File: config.mk
export PLATFORM = sky130hd
export DESIGN_NAME = seven_segment_scan_decoder
export DESIGN_NICKNAME = d
export VERILOG_FILES = /design/src/rtl/seven_segment_scan_decoder.sv
export SDC_FILE = /design/constraint.sdc
export NUM_CORES = 1
export LEC_CHECK = 0
export BUFFER_PORTS_ARGS = -buffer_cell sky130_fd_sc_hd__clkbuf_2
export CORE_AREA = 2 2 77 79
export CTS_CLUSTER_SIZE = 28
export DETAILED_ROUTE_END_ITERATION = 10
export DIE_AREA = 0 0 79 81
export GPL_TIMING_DRIVEN = 0
export PLACE_DENSITY = 0.75
export RECOVER_POWER = 100
export SYNTH_ARGS = -nofsm -noshare
export SYNTH_HDL_FRONTEND = slang
export SYNTH_SLANG_ARGS = --single-unit
File: constraint.sdc
create_clock -name clk -period 3.7 [get_ports clk]
set_input_delay 0.37 -clock clk [delete_from_list [all_inputs] [get_ports clk]]
set_output_delay 0.37 -clock clk [all_outputs]
set_load 0.02 [all_outputs]
File: src/rtl/seven_segment_scan_decoder.sv
// rtl/seven_segment_scan_decoder.sv - recovers hex digits from a scanned active-low 7-segment bus
module seven_segment_scan_decoder #(
   parameter int NUM_DIGITS    = 4,
   parameter int SETTLE_CYCLES = 16
) (
   input  logic                    clk,
   input  logic                    rst,
   input  logic [7:0]              seg_n,
   input  logic [NUM_DIGITS-1:0]   an_n,
   output logic [4*NUM_DIGITS-1:0] digits,
   output logic [NUM_DIGITS-1:0]   dp,
   output logic [NUM_DIGITS-1:0]   digit_valid,
   output logic                    pattern_err,
   output logic                    frame_done
);

   localparam int CNT_W = $clog2(SETTLE_CYCLES);
   // The counter value seen on the cycle whose stable sample is the last one required;
   // the counter would reach SETTLE_CYCLES-1 on that edge, so capture happens there.
   localparam logic [CNT_W-1:0] CNT_LAST = CNT_W'(SETTLE_CYCLES - 2);

   typedef enum logic [1:0] {
      ST_IDLE     = 2'd0,
      ST_SETTLE   = 2'd1,
      ST_CAPTURED = 2'd2
   } state_t;

   // synchronizer and previous-sample registers (reset to all-ones = blank, no anode)
   logic [7:0]            seg_meta_q, seg_meta_d;
   logic [7:0]            seg_sync_q, seg_sync_d;
   logic [7:0]            seg_prev_q, seg_prev_d;
   logic [NUM_DIGITS-1:0] an_meta_q, an_meta_d;
   logic [NUM_DIGITS-1:0] an_sync_q, an_sync_d;
   logic [NUM_DIGITS-1:0] an_prev_q, an_prev_d;

   state_t                state_q, state_d;
   logic [CNT_W-1:0]      cnt_q, cnt_d;

   logic [4*NUM_DIGITS-1:0] digits_q, digits_d;
   logic [NUM_DIGITS-1:0]   dp_q, dp_d;
   logic [NUM_DIGITS-1:0]   digit_valid_q, digit_valid_d;
   logic [NUM_DIGITS-1:0]   seen_q, seen_d;
   logic                    pattern_err_q, pattern_err_d;
   logic                    frame_done_q, frame_done_d;

   logic [NUM_DIGITS-1:0] an_act;
   logic                  an_onehot;
   logic                  in_stable;
   logic                  capture;
   logic [4:0]            glyph;

   // Returns {valid, value} for an active-low glyph on segments g..a.
   function automatic logic [4:0] glyph_decode(input logic [6:0] g);
      logic [4:0] r;
      case (g)
         7'h40:   r = 5'h10;
         7'h79:   r = 5'h11;
         7'h24:   r = 5'h12;
         7'h30:   r = 5'h13;
         7'h19:   r = 5'h14;
         7'h12:   r = 5'h15;
         7'h02:   r = 5'h16;
         7'h78:   r = 5'h17;
         7'h00:   r = 5'h18;
         7'h10:   r = 5'h19;
         7'h08:   r = 5'h1A;
         7'h03:   r = 5'h1B;
         7'h46:   r = 5'h1C;
         7'h21:   r = 5'h1D;
         7'h06:   r = 5'h1E;
         7'h0E:   r = 5'h1F;
         default: r = 5'h00;
      endcase
      return r;
   endfunction

   // two-stage synchronizer plus one-cycle history for the stability compare
   always_comb begin
      seg_meta_d = seg_n;
      seg_sync_d = seg_meta_q;
      seg_prev_d = seg_sync_q;
      an_meta_d  = an_n;
      an_sync_d  = an_meta_q;
      an_prev_d  = an_sync_q;
   end

   // synchronizer register bank
   always_ff @(posedge clk) begin
      if (rst) begin
         seg_meta_q <= '1;
         seg_sync_q <= '1;
         seg_prev_q <= '1;
         an_meta_q  <= '1;
         an_sync_q  <= '1;
         an_prev_q  <= '1;
      end else begin
         seg_meta_q <= seg_meta_d;
         seg_sync_q <= seg_sync_d;
         seg_prev_q <= seg_prev_d;
         an_meta_q  <= an_meta_d;
         an_sync_q  <= an_sync_d;
         an_prev_q  <= an_prev_d;
      end
   end

   // bus qualification: which digit is driven, and whether the bus held still
   always_comb begin
      an_act    = ~an_sync_q;
      an_onehot = $onehot(an_act);
      in_stable = (an_sync_q == an_prev_q) && (seg_sync_q == seg_prev_q);
      glyph     = glyph_decode(seg_sync_q[6:0]);
   end

   // FSM state register with settle counter
   always_ff @(posedge clk) begin
      if (rst) begin
         state_q <= ST_IDLE;
         cnt_q   <= '0;
      end else begin
         state_q <= state_d;
         cnt_q   <= cnt_d;
      end
   end

   // FSM next-state: any change of the sampled bus restarts the settle window
   always_comb begin
      state_d = state_q;
      cnt_d   = cnt_q;
      case (state_q)
         ST_IDLE: begin
            if (an_onehot) begin
               state_d = ST_SETTLE;
               cnt_d   = '0;
            end
         end
         ST_SETTLE: begin
            if (!an_onehot) begin
               state_d = ST_IDLE;
               cnt_d   = '0;
            end else if (!in_stable) begin
               cnt_d = '0;
            end else if (cnt_q == CNT_LAST) begin
               state_d = ST_CAPTURED;
               cnt_d   = '0;
            end else begin
               cnt_d = cnt_q + CNT_W'(1);
            end
         end
         ST_CAPTURED: begin
            if (!in_stable) begin
               state_d = an_onehot ? ST_SETTLE : ST_IDLE;
               cnt_d   = '0;
            end
         end
         default: begin
            state_d = ST_IDLE;
            cnt_d   = '0;
         end
      endcase
   end

   // FSM output: capture strobe on the edge the last required stable sample is seen
   always_comb begin
      capture = (state_q == ST_SETTLE) && an_onehot && in_stable && (cnt_q == CNT_LAST);
   end

   // capture datapath: update the selected digit, flag bad glyphs, track frame coverage
   always_comb begin
      digits_d      = digits_q;
      dp_d          = dp_q;
      digit_valid_d = digit_valid_q;
      seen_d        = seen_q;
      pattern_err_d = 1'b0;
      frame_done_d  = 1'b0;
      if (capture) begin
         for (int i = 0; i < NUM_DIGITS; i++) begin
            if (an_act[i]) begin
               dp_d[i] = ~seg_sync_q[7];
               if (glyph[4]) begin
                  digits_d[4*i +: 4] = glyph[3:0];
                  digit_valid_d[i]   = 1'b1;
               end else begin
                  digit_valid_d[i] = 1'b0;
               end
            end
         end
         pattern_err_d = ~glyph[4];
         seen_d        = seen_q | an_act;
         if (&seen_d) begin
            frame_done_d = 1'b1;
            seen_d       = '0;
         end
      end
   end

   // output and coverage registers
   always_ff @(posedge clk) begin
      if (rst) begin
         digits_q      <= '0;
         dp_q          <= '0;
         digit_valid_q <= '0;
         seen_q        <= '0;
         pattern_err_q <= 1'b0;
         frame_done_q  <= 1'b0;
      end else begin
         digits_q      <= digits_d;
         dp_q          <= dp_d;
         digit_valid_q <= digit_valid_d;
         seen_q        <= seen_d;
         pattern_err_q <= pattern_err_d;
         frame_done_q  <= frame_done_d;
      end
   end

   assign digits      = digits_q;
   assign dp          = dp_q;
   assign digit_valid = digit_valid_q;
   assign pattern_err = pattern_err_q;
   assign frame_done  = frame_done_q;

endmodule

* After elaboration in Yosys (flattened, before gate mapping) *
Cells that the tools add are included.

cells by class
  add/sub/neg operators = 4
  equal/unequal tests = 25
  mux-type cells = 17
  bitwise logic cells = 5
  reduce and logical (&&, ||, !) cells = 18

operator list
  cell                                                                    number
  5-bit case mux with 16 select lines                                     1
  7-bit equality test (second input constant)                             4
  4-bit 2-to-1 mux                                                        6
  7-bit by 5-bit equality test with 1-bit output (second input constant)  3
  7-bit by 6-bit equality test with 1-bit output (second input constant)  3
  7-bit by 2-bit equality test with 1-bit output (second input constant)  2
  7-bit by 4-bit equality test with 1-bit output (second input constant)  2
  4-bit case mux with 3 select lines                                      1
  3-bit AND reduction                                                     4
  2-bit 2-to-1 mux                                                        5
  2-bit AND reduction                                                     5
  8-bit equality test                                                     1
  4-bit AND reduction                                                     2
  7-bit by 3-bit equality test with 1-bit output (second input constant)  1
  7-bit logical NOT                                                       1
  3-bit inequality test (second input constant)                           2
  2-bit case mux with 3 select lines                                      1
  1-bit by 1-bit adder with 2-bit output                                  2
  4-bit by 1-bit adder with 4-bit output (second input constant)          1
  4-bit equality test                                                     1
  4-bit equality test (second input constant)                             1
  1-bit logical AND                                                       4
  2-bit inequality test (second input constant)                           2
  4-bit inverter                                                          1
  9 further kinds                                                         13

storage, ports and cells
  flip-flop bits (word level) = 72
  input port bits = 14
  logic and storage cells = 92

* Depth between registers and ports, before layout *
Gate-level depths: netlist (run 1).

  word-level depth = 9
  mapped depth = 11
  depth with buffers taken out = 9

* Least setup slack after synthesis (run 1) *
No wires, ideal clock.

  path kind = reg-to-reg
  from = register an_sync_q[0] (netlist: an_prev_d[0])
  to = register digits_q[3] (netlist: digits[3])
  library setup time = 0.117 ns
  data arrival time = 2.831 ns
  required time = 3.583 ns
  setup slack = 0.752 ns
  cell stages (with the launch flop) = 11
  path buffers = 1
  clock period less this slack = 2.948 ns
  path through = dfxtp_1 fa_1 inv_1 ha_1 ha_1 or3b_2 or3_1 buf_6 nor2_1 o211ai_1 a22o_1

on the way
  cells in the longest elaborated chain, start to end = 8

RTL lines
  what                                                          RTL line  text
  from (decl)                                                   33        logic [NUM_DIGITS-1:0] an_sync_q, an_sync_d;
  from (signal assigned)                                        101       an_sync_q <= an_sync_d;
  4-bit inverter                                                108       an_act = ~an_sync_q;
  1-bit by 1-bit adder with 2-bit output (not written as such)  109       an_onehot = $onehot(an_act);
  2-bit by 2-bit adder with 3-bit output (not written as such)  109
  3-bit by 1-bit equality test with 1-bit output                109
  1-bit logical AND (3 in series)                               164       capture = (state_q == ST_SETTLE) && an_onehot && in_stable && (cnt_q == CNT_LAST);
  3-bit AND reduction (no line) *                               --
  to (signal assigned)                                          206       digits_q <= digits_d;
  to (decl)                                                     39        logic [4*NUM_DIGITS-1:0] digits_q, digits_d;

Mark *: on every way between the ends. The rest lies on a longest branch, timed or not.
A chain may end at the register's enable or synchronous reset.

* Worst setup path in the final report (run 1) *
  from = register an_sync_q[0] (netlist: an_prev_d[0])
  to = register pattern_err_q (netlist: pattern_err)

on the way
  cells in the longest elaborated chain, start to end = 9

RTL lines
  what                                                          RTL line  text
  4-bit inverter                                                108
  1-bit by 1-bit adder with 2-bit output (not written as such)  109
  2-bit by 2-bit adder with 3-bit output (not written as such)  109
  3-bit by 1-bit equality test with 1-bit output                109
  1-bit logical AND                                             164
  1-bit logical AND * (2 in series)                             164
  1-bit inverter (no line) *                                    --
  2-bit OR reduction (no line) *                                --
  to (signal assigned)                                          210       pattern_err_q <= pattern_err_d;
  to (decl)                                                     43        logic pattern_err_q, pattern_err_d;

Marked as above.

==> metrics list, run 1 <==
- In this run, post-CTS repair resized a total of 0 instances.
- Share of layout cells above drive strength 1: 0.223
- Global-route wire length before repair: 10100 µm
- The most used flip-flop cell after synthesis is dfxtp_1.
* DIE AREA: 6400 µm²
- The tree is rooted in a clkbuf_8.
* Number of filler instances in the final layout: 517
* Cell taking the most area after synthesis: dfxtp_1
- The library cell used most frequently in the layout, excluding fill and tap cells, is dfxtp_1.
- Buffer levels on the longest clock path: 2
- Number of H-tree levels: 3
- STA classifies the critical path startpoint as a flip-flop.
- Detailed-route via count: approximately 2300
* CTS tree: done
- The congestion estimate from routability-driven global placement came to approximately 0.92.
* Vias in the first global route: 2132
- Across the run, the number of max-cap violations was 0.
- Time the final worst path needs with I/O delays and setup: between 3000 and 4000 ps
- In the layout the commonest cells are 72 x dfxtp_1, 38 x clkbuf_1, 36 x or2_2.
* Largest net degree at the start of global routing: 14
- For this design, the sink count on the clock tree is 72.
- For the final database, setup skew stands at 13.5 ps.
- The Yosys step of the flow raised 0 warnings.
- Critical path type: flip-flop to flip-flop
* Post-CTS Hold Fix Bufs: 0
- The cell area that synthesis handed to floorplanning was 3040 µm².
- Post-synth net total: 322
- Slew @ Worst Pin: 686 ps
- After clock tree synthesis, the clock-pin slew on the worst setup and hold paths is 80 ps.
- STA classifies the critical path endpoint as a flip-flop.
- Buffers placed on the I/O ports in this run total 39.
- In the finished design, the share of the clock period the worst path needs comes to 0.865.
- ANT nets after route: 0
- # diodes: 0
* Core ar.: 5680 µm²
- Setup TNS: 0 ps
- Clock latency on the worst-skew pair, taken at its later pin, is about 340 ps.
- Across the VDD grid, the largest voltage drop is approximately 0.31 mV.
- Req. time, crit path: 3930 ps
- Average cell area after synthesis: 10.0 µm²
* Fin cells: between 400 and 500
* Synth top area share: 0.474
- Setup repair after global routing left no endpoint under its margin.
- Tightest slew margin relative to the limit: 0.539
* Wirelength per Cell: 13.8 µm
- Along the worst path, the maximum fanout reaches 10.
- The tightest hold path in the finished design has a slack of 200 ps.
* Setup Buffers After CTS: 0
* Number of different library cells in the post-synthesis netlist: 51
- Across every metal layer, demand over resource in global routing totals 0.203.
- Final Hold Fails: 0
- For this design the ratio of total power to cell area is 416 nW/µm².
- Of all flip-flops after synthesis, the portion carrying an async set or reset was 0.
- Arr. time, crit path: 3430 ps
* Sequential share of the synthesized area: 0.474
- The count of pins over their slew limit is 0.
* Cell total after placement: 417
* Path class of the lowest-slack min-delay path: input port to flip-flop
- Area overhead of the layout relative to synthesis: 14.1%
- Post-synth EDFFs: 0
- Before antenna repair, the detailed router went through 4 iterations.
* Maximum clock rate: 313 MHz
* Synthesized instance count: 303
* Vias per Instance: 5.24
- Setup violation total in the final timing report: 0
- Number of rows in the core area: 28
* Number of CTS-inserted buffers: 9
- The total overflow left after global routing is 0.
* Wirelength, routed: around 6000 µm
- The die is 81 µm tall.
- First-iteration detailed-routing DRC count: 73
* Die width: 79 µm
* Synthesized flop and latch total: 72
- Top post-synthesis cells by area: dfxtp_1 47%, or2_2 7.4%, xnor2_1 4.0%, mux2i_1 3.9%, nand2b_1 3.5%
- For this run, design rule violations remaining after detail routing come to 0.
- For this configuration, the core starts out at a cell density of 0.536.
- Number of top-level pins: 40
* Run status: finished clean
- Cell leakage power: 1.37 nW
- Once detailed placement completed, the half-perimeter wirelength came to between 4000 and 5000 µm.
- Initial antenna violation count: 0
- Final Net Count: 372
## Yosys cell counts (all sizes together), types with 3 or more instances
cell type and number:
nor2 12, nor4b 3, clkbuf 9, a21o 4, or2 36, dfxtp 72
o21a 4, nor3 8, or3b 3, nand2b 17, inv 8, xnor2 14
o21ai 6, nand2 5, a21oi 13, a22o 5, o211ai 4, mux2i 12
nor2b 6, nand4 3, nand3 4, ha 4, buf 10, or3 3
a211oi 11
## report_power, final
| part | internal, mW | switching (mW) | total, mW |
|---|---|---|---|
| clock network | 0.245 | 0.297 | 0.542 |
| logic | 0.0447 | 0.0534 | 0.0981 |
| registers | 0.791 | 0.0123 | 0.804 |
## worst max-delay path, cell delays in order, from the launching register on
cell,delay (ps)
dfxtp_1,400
fa_1,560
inv_1,40
ha_1,170
ha_1,260
or3b_2,510
or3_1,340
buf_6,150
nor4_4,180
buf_6,180
nor4b_1,290
## cells by family after synthesis
group / count (synthesis) / share of synthesized area
buffers and inverters: 27 / 0.0436
adders and majority gates: 5 / 0.0230
xor gates and xnor gates: 14 / 0.0403
DFF: 72 / 0.474
muxes: 13 / 0.0432
AOI/OAI and AO/OA: 58 / 0.140
and+or+nand+nor: 114 / 0.236
## sequential cells by signal, indices dropped and copies added, names as in the netlist
register and cells:
digits 16, digit_valid 4, state_q 2, an_meta_q 4, an_prev_q 4, dp 4, seg_prev_q 8, frame_done 1
seg_prev_d 8, an_prev_d 4, seg_meta_q 8, pattern_err 1, seen_q 4, cnt_q 4
## metrics by stage
step	total power, mW	worst slack (ps)	area (µm²)	util
2_1_floorplan	0.893	752	3040	-
3_3_place_gp	0.918	563	3330	0.587
3_5_place_dp	0.921	524	3330	0.587
4_1_cts	1.46	509	3510	0.618
5_1_grt	1.50	315	3470	0.612
6_report	1.44	500	3470	0.612
## per-layer routing
layer,vias up,part of all wire,routed length (µm),GRT usage
li1,1160,-,-,-
met1,1055,0.48,2890,0.267
met2,46,0.46,2780,0.320
met3,6,0.039,232,0.0444
met4,0,0.015,87,0.0914
met5,-,0,0,0
## layout make-up
| type | instances | area, µm² | area share |
|---|---|---|---|
| Buffer | 19 | 101 | 0.0292 |
| Clock buffer | 10 | 128 | 0.0368 |
| Clock inverter | 6 | 46.3 | 0.0133 |
| Inverter | 8 | 30.0 | 0.00865 |
| Multi-Input combinational cell | 204 | 1470 | 0.423 |
| Sequential cell | 72 | 1440 | 0.415 |
| Tap cell | 75 | 93.8 | 0.0270 |
| Timing Repair Buffer | 39 | 161 | 0.0465 |
## path summary, 6_finish.rpt
path	startpoint	end	slack, ps	depth (start not counted)
setup / recovery	an_prev_d[0]$_SDFF_PP1_	pattern_err$_SDFF_PP0_	500	10
hold reg to reg	seg_meta_q[6]$_SDFF_PP1_	seg_prev_d[6]$_SDFF_PP1_	410	1
setup reg to reg	an_prev_d[0]$_SDFF_PP1_	pattern_err$_SDFF_PP0_	500	10
hold / removal	seg_n[7]	seg_meta_q[7]$_SDFF_PP1_	200	2
(Power assumes the default switching activity.)
==> inputs of run 2 (changes only) <==
Settings changed: CTS_CLUSTER_SIZE 28 to 25, REMOVE_ABC_BUFFERS from default to 1.
==> metrics list, run 2 (same netlist as run 1, synthesis figures left out) <==
* Effective utilization at floorplan: 0.536 (unchanged)
- The data arrival time of the worst path was 3700 ps (+270 ps).
* Final worst-path setup slack: 195 ps (-305 ps)
* Commonest cells after routing, fill and taps aside: 72 x dfxtp_1, 36 x or2_2, 28 x clkbuf_1
* Power density over cell area: 421 nW/µm² (+1.2%)
- Final Hold Fails: 0 (unchanged)
- The pin count of the biggest net entering global routing is 71 (+57).
- The total power came to 1.42 mW (-1.9%).
- Cell depth of the worst flop-to-flop path: 9 (-1)
- The post-detailed-placement half-perimeter wirelength came to 3660 µm (-16%).
- The worst setup path is captured at a flip-flop.
* Detailed-routing iteration count for the pre-antenna-repair pass: 4 (unchanged)
- Final Net Count: 354 (-4.8%)
- Source-to-sink clock delay at the later pin of the worst-skew pair: 340 ps (about the same)
* Worst path cell trace: fa_1 -> inv_1 -> ha_1 -> ha_1 -> or3b_2 -> or3_1 -> nor4_4 -> buf_4 -> nor4b_1
- The die span in x was 79 µm (unchanged).
* Number of CTS-inserted buffers: 9 (unchanged)
- TritonCTS built the clock tree.
- Commonest non-fill, non-tap cell in the layout: dfxtp_1
- Clock-pin transition on the worst setup and hold timing paths: 80 ps (about the same)
* Time the final worst path needs with I/O delays and setup: 3500 ps (+305 ps)
- The floorplan core area is 5680 µm² (unchanged).
- Worst reg2reg startpoint: an_prev_d[0]$_SDFF_PP1_
* Global-route wire length before repair: 9140 µm (-9.3%)
- Slew @ Worst Pin: 2380 ps (+1690 ps)
* Cell leakage power: 1.33 nW (-3.3%)
- Cells resized by post-CTS repair: 0 (unchanged)
- Fin cells: 414 (-4.4%)
* Max cap viols: 1 (+1)
- Largest register FFs: 16 (unchanged)
* Buffer levels on the longest clock path: 2 (unchanged)
- The height of the die is 81 µm (unchanged).
- Number of buffer and inverter instances along the worst setup path: 2 (-1)
- The area of all placed cells without fillers came to 3360 µm² (-3.1%).
* Post-Place Worst Slack: 204 ps (-321 ps)
* Wirelength, routed: 5530 µm (-7.7%)
- The number of logic stages on the critical path including buffering came to 9 (-1).
- The final-layout setup total negative slack came to 0 ps (unchanged).
* Cell total after placement: 398 (-4.6%)
- The number of clock sinks was 72 (unchanged).
- Vias in the first global route: 1902 (-11%)
- Initial antenna violation count: 0 (unchanged)
- The via count of the routed design is 2147 (-5.3%).
- Share of layout cells above drive strength 1: 0.209 (-0.0140)
- The worst hold slack after final layout came to 209 ps (+9.44 ps).
- By instance count, the cell type seen most on the critical path is ha_1.
* Placer Congestion: 0.801 (-13%)
- Kind of cell with the highest combined delay on the critical path: simple AND/OR/NAND/NOR gates
- The die footprint is 6400 µm² (unchanged).
* Peak fanout along the critical path: 11 (+1)
- Ratio of final minimum period to clock period: 0.947 (+0.0826)
- The clock skew after layout came to 12.5 ps (-0.925 ps).
- The final reports fail on capacitance limit, slew limit.
* Setup violation total in the final timing report: 0 (unchanged)
- The average routed wire per standard cell was 13.4 µm (-3.5%).
- Critical path startpoint category: flip-flop
* Capture instance of the worst register-to-register path: pattern_err$_SDFF_PP0_
* Root buffer cell: clkbuf_8
- The critical path starts at an_prev_d[0]$_SDFF_PP1_.
- Cell area after placement: 3230 µm² (-3.1%)
- The critical path in this run is classified as flip-flop to flip-flop.
- Number of filler instances in the final layout: 521 (+0.77%)
* Number of top-level pins: 40 (unchanged)
- The flow ran to the end, but the final reports show violations.
* Vias per Instance: 5.19 (-0.95%)
- Global routing usage summed across all routing layers: 0.183 (-0.0197)
- In this run the worst setup path terminates at pattern_err$_SDFF_PP0_.
- Max Slew Vio Count: 71 (+71)
- Setup repair after global routing missed its margin: no
* Number of H-tree levels: 3 (unchanged)
* Number of rows in the core area: 28 (unchanged)
- The maximum operating frequency is 285 MHz (-8.7%).
- The iteration-0 DRC count of the detailed router was 125 (+71%).
* # diodes: 0 (unchanged)
* DRC violation count after routing: 0 (unchanged)
* Area overhead of the layout relative to synthesis: 10.6%
- Path class of the lowest-slack min-delay path: input port to flip-flop
* GRT overflow: 0 (unchanged)
* Final core utilization: 0.593 (-0.0187)
- ANT nets after route: 0 (unchanged)
- Count of port buffers added during placement: 39 (unchanged)
- The biggest cell delay along the critical path is 550 ps (about the same).
- Req. time, crit path: 3890 ps (-40 ps)
- The headroom to the max-slew limit is -0.586 (-1.12).
* Register-to-register setup slack: 200 ps (-310 ps)
- The highest ir drop seen on vdd came to 0.286 mV (-7.5%).
- Cell type of the slowest stage on the worst timing path: fa_1
[run 2: changes by cell type in the layout (fill, tap and decap cells not counted)]
cell and change:
buf_4 +1, inv_6 +1, clkinv_4 -3, clkbuf_1 -10, clkbuf_2 -1, clkinv_2 +1, buf_6 -3, buf_2 -5
[run 2: cell type report]
type / count / area, µm² / area share
Multi-Input combinational cell: 204 / 1470 / 0.437
Sequential cell: 72 / 1440 / 0.428
Timing Repair Buffer: 40 / 169 / 0.0502
Clock buffer: 10 / 128 / 0.0379
Tap cell: 75 / 93.8 / 0.0279
Clock inverter: 5 / 33.8 / 0.0100
Inverter: 8 / 30.0 / 0.00893
[run 2: worst min path at each step]
stage / startpoint / endpoint / slack, ps / cells after the start
3_3_place_gp: seg_meta_q[6]$_SDFF_PP1_ / seg_prev_d[6]$_SDFF_PP1_ / 390 / 1
6_report: an_n[1] / an_meta_q[1]$_SDFF_PP1_ / 210 / 2
2_1_floorplan: an_meta_q[0]$_SDFF_PP1_ / an_prev_d[0]$_SDFF_PP1_ / 390 / 1
5_1_grt: seg_n[0] / seg_meta_q[0]$_SDFF_PP1_ / 200 / 2
4_1_cts: an_n[1] / an_meta_q[1]$_SDFF_PP1_ / 200 / 2
3_5_place_dp: seg_meta_q[0]$_SDFF_PP1_ / seg_prev_d[0]$_SDFF_PP1_ / 390 / 1
[run 2: timing repair]
action,in CTS,in global routing
setup endpoints to repair,0,4
hold buffers,0,0
setup buffers,0,1
[run 2: layer usage]
| metal | track usage | wire [µm] | vias to the layer above |
|---|---|---|---|
| met3 | 0.0378 | 186 | 8 |
| met5 | 0 | 0 | - |
| met4 | 0.0828 | 87 | 0 |
| met2 | 0.272 | 2520 | 40 |
| met1 | 0.257 | 2740 | 979 |
| li1 | - | - | 1120 |
[run 2: report_power, final]
group	switching [mW]	leakage [nW]	total, mW	internal (mW)
Clock	0.285	0.0785	0.525	0.240
Combinational	0.0399	0.663	0.0800	0.0401
Sequential	0.0203	0.587	0.811	0.791
[run 2: worst register-to-register path: cells and delay by family, from the launching register on]
kind | cells | cell delay (ps)
adder cells (fa/ha/maj) | 3 | 1000
buffers and inverters | 2 | 250
flip-flops | 1 | 400
AND/OR/NAND/NOR | 4 | 1710
==> inputs of run 3 (changes only) <==
Settings changed: PLACE_DENSITY 0.75 to 0.76.
==> metrics list, run 3 (same netlist as run 1, synthesis figures left out) <==
- Source-to-sink clock delay at the later pin of the worst-skew pair: 340 ps (about the same)
- The number of levels in the clock H-tree is 3 (unchanged).
* Max stage delay on crit path: 550 ps (about the same)
- The clock period minus worst slack was 3440 ps (-63.2 ps).
- Worst path cell trace: fa_1 -> inv_1 -> ha_1 -> ha_1 -> or3b_2 -> or3_1 -> nor4_4 -> buf_4 -> a21oi_1 -> o21a_1
- The final-layout setup total negative slack is 0 ps (unchanged).
- Proportion of power drawn by the clock network: 0.383 (+0.012)
* Buffer levels on the longest clock path: 2 (unchanged)
- The first-pass GRT wire length was 9630 µm (+5.4%).
- Run status: finished with violations
- Cell type of the slowest stage on the worst timing path: fa_1
* Sum of net half-perimeters after detailed placement: 3740 µm (+2.0%)
* Design Power: 1.44 mW (+1.6%)
- The proportion of total power due to net switching is 0.242 (-0.00224).
- The number of placed instances, taps included is 398 (unchanged).
* Max Slew Vio Count: 71 (unchanged)
* Number of buffer and inverter instances along the worst setup path: 2 (unchanged)
- Die width: 79 µm (unchanged)
* Arr. time, crit path: 3670 ps (-30 ps)
- STA classifies the critical path endpoint as a flip-flop.
- Critical Path Most Common Cell: ha_1
- Commonest cells after routing, fill and taps aside: 72 x dfxtp_1, 36 x or2_2, 27 x clkbuf_1
* Power density over cell area: 428 nW/µm² (+1.6%)
- Combinational fraction of design power: 0.053 (-0.003)
- Cells resized by post-CTS repair: 0 (unchanged)
- The worst hold path begins at seg_n[0].
* Vias in the first global route: 2048 (+7.7%)
* Max cap viols: 1 (unchanged)
* Largest register FFs: 16 (unchanged)
* Number of filler instances in the final layout: 530 (+1.7%)
- Detailed-route via count: 2196 (+2.3%)
* Sequential cell fraction of total power: 0.563 (-0.010)
* Vias per Instance: 5.29 (+2.0%)
* Final Net Count: 354 (unchanged)
- The critical path starts at an_prev_d[0]$_SDFF_PP1_.
* VDD IR-drop max: 0.301 mV (+5.2%)
- The floorplan core area came to 5680 µm² (unchanged).
- The switching power summed over all nets was 0.348 mW (+0.68%).
* Cell area after placement: 3230 µm² (unchanged)
* Count of port buffers added during placement: 39 (unchanged)
- Path class of the lowest-slack min-delay path: input port to flip-flop
- Finished layout cell area: 3370 µm² (about the same)
- The total wire length was 5620 µm (+1.6%).
* Fin cells: 415 (+0.24%)
* Effective utilization at floorplan: 0.536 (unchanged)
* Maximum clock rate: 291 MHz (+1.8%)
- Commonest non-fill, non-tap cell in the layout: dfxtp_1
- The number of hold violations in the final report was 0 (unchanged).
- The global placement routability congestion was 0.824 (+2.9%).
- Detailed-routing iteration count for the pre-antenna-repair pass: 4 (unchanged)
- Final worst clock skew: 13.5 ps (+0.934 ps)
* Number of rows in the core area: 28 (unchanged)
- Ratio of final minimum period to clock period: 0.930 (-0.0171)
* First-iteration detailed-routing DRC count: 98 (-22%)
* Global routing usage summed across all routing layers: 0.193 (+0.0102)
- Setup repair after global routing missed its margin: no
* ANT nets after route: 0 (unchanged)
- The largest fanout of any net on the critical path came to 11 (unchanged).
- Kind of cell with the highest combined delay on the critical path: simple AND/OR/NAND/NOR gates
* Slew @ Worst Pin: 2330 ps (-46.6 ps)
- The global route total overflow is 0 (unchanged).
- The sequential cell area is 1440 µm² (unchanged).
- Clock-pin transition on the worst setup and hold timing paths: 70 ps (about the same)
* Share of layout cells above drive strength 1: 0.212 (+0.00233)
- Worst reg2reg startpoint: an_prev_d[0]$_SDFF_PP1_
- Req. time, crit path: 3930 ps (+40 ps)
- The height of the die came to 81 µm (unchanged).
- The average routed wire per standard cell was 13.5 µm (+1.3%).
* Critical path type: flip-flop to flip-flop
- The number of buffers added by the clock tree synthesis step was 9 (unchanged).
- The internal power of the cells came to 1.09 mW (+1.9%).
* DRC violation count after routing: 0 (unchanged)
- # diodes: 0 (unchanged)
* Number of top-level pins: 40 (unchanged)
- The number of antenna violations at the first check in global routing is 0 (unchanged).
- CTS tree: done
* Root buffer cell: clkbuf_8
- Tightest slew margin relative to the limit: -0.554 (+0.0311)
- Setup violation total in the final timing report: 0 (unchanged)
* Final core utilization: 0.593 (about the same)
- Largest net degree at the start of global routing: 71 (unchanged)
- STA classifies the critical path startpoint as a flip-flop.
- Cell leakage power: 1.34 nW (+0.54%)
* Area overhead of the layout relative to synthesis: 10.6% (about the same)
- DIE AREA: 6400 µm² (unchanged)
- Failing checks: capacitance limit, slew limit
- Total clock sinks: 72 (unchanged)
- The multi-input combinational cell area is 1450 µm² (-1.2%).
-- run 3: stage by stage --
stage	hold slack, ps	setup WS, ps
finish	206	258
global route	184	54.2
CTS	192	241
detailed placement	394	244
global placement	391	285
floorplan	389	642
-- run 3: per-layer routing --
| metal | vias to the layer above | GRT usage | part of all wire |
|---|---|---|---|
| met5 | - | 0 | 0 |
| met4 | 0 | 0.0897 | 0.015 |
| met3 | 8 | 0.0522 | 0.035 |
| met2 | 40 | 0.298 | 0.47 |
| met1 | 1026 | 0.253 | 0.48 |
| li1 | 1122 | - | - |
-- run 3: final cells by class --
cell class              instances  area share
clock inverters                 6      0.0126
multi-input cells             204       0.431
inverters                       8     0.00892
well taps                      75      0.0279
flip-flops and latches         72       0.428
clock buffers                  10      0.0409
repair buffers                 40      0.0502
-- run 3: final timing paths --
check / end / cells after the start / slack (ps)
setup / recovery: seen_q[2]$_SDFFE_PP0P_ / 10 / 260
hold / removal: seg_meta_q[0]$_SDFF_PP1_ / 2 / 210
setup reg to reg: seen_q[2]$_SDFFE_PP0P_ / 10 / 260
hold reg to reg: seg_prev_d[4]$_SDFF_PP1_ / 1 / 410
-- run 3: power groups by stage --
stage	Combinational, mW	Clock (mW)	Sequential, mW
finish	0.0769	0.551	0.811
global route	0.0867	0.602	0.814
CTS	0.0807	0.566	0.811
detailed placement	0.0801	0	0.829
global placement	0.0785	0	0.829
floorplan	0.0569	0	0.824
-- run 3: timing repair --
action / CTS / global route
buffers inserted: 0 / 1
endpoints found under the setup margin: 0 / 5
hold buffers: 0 / 0
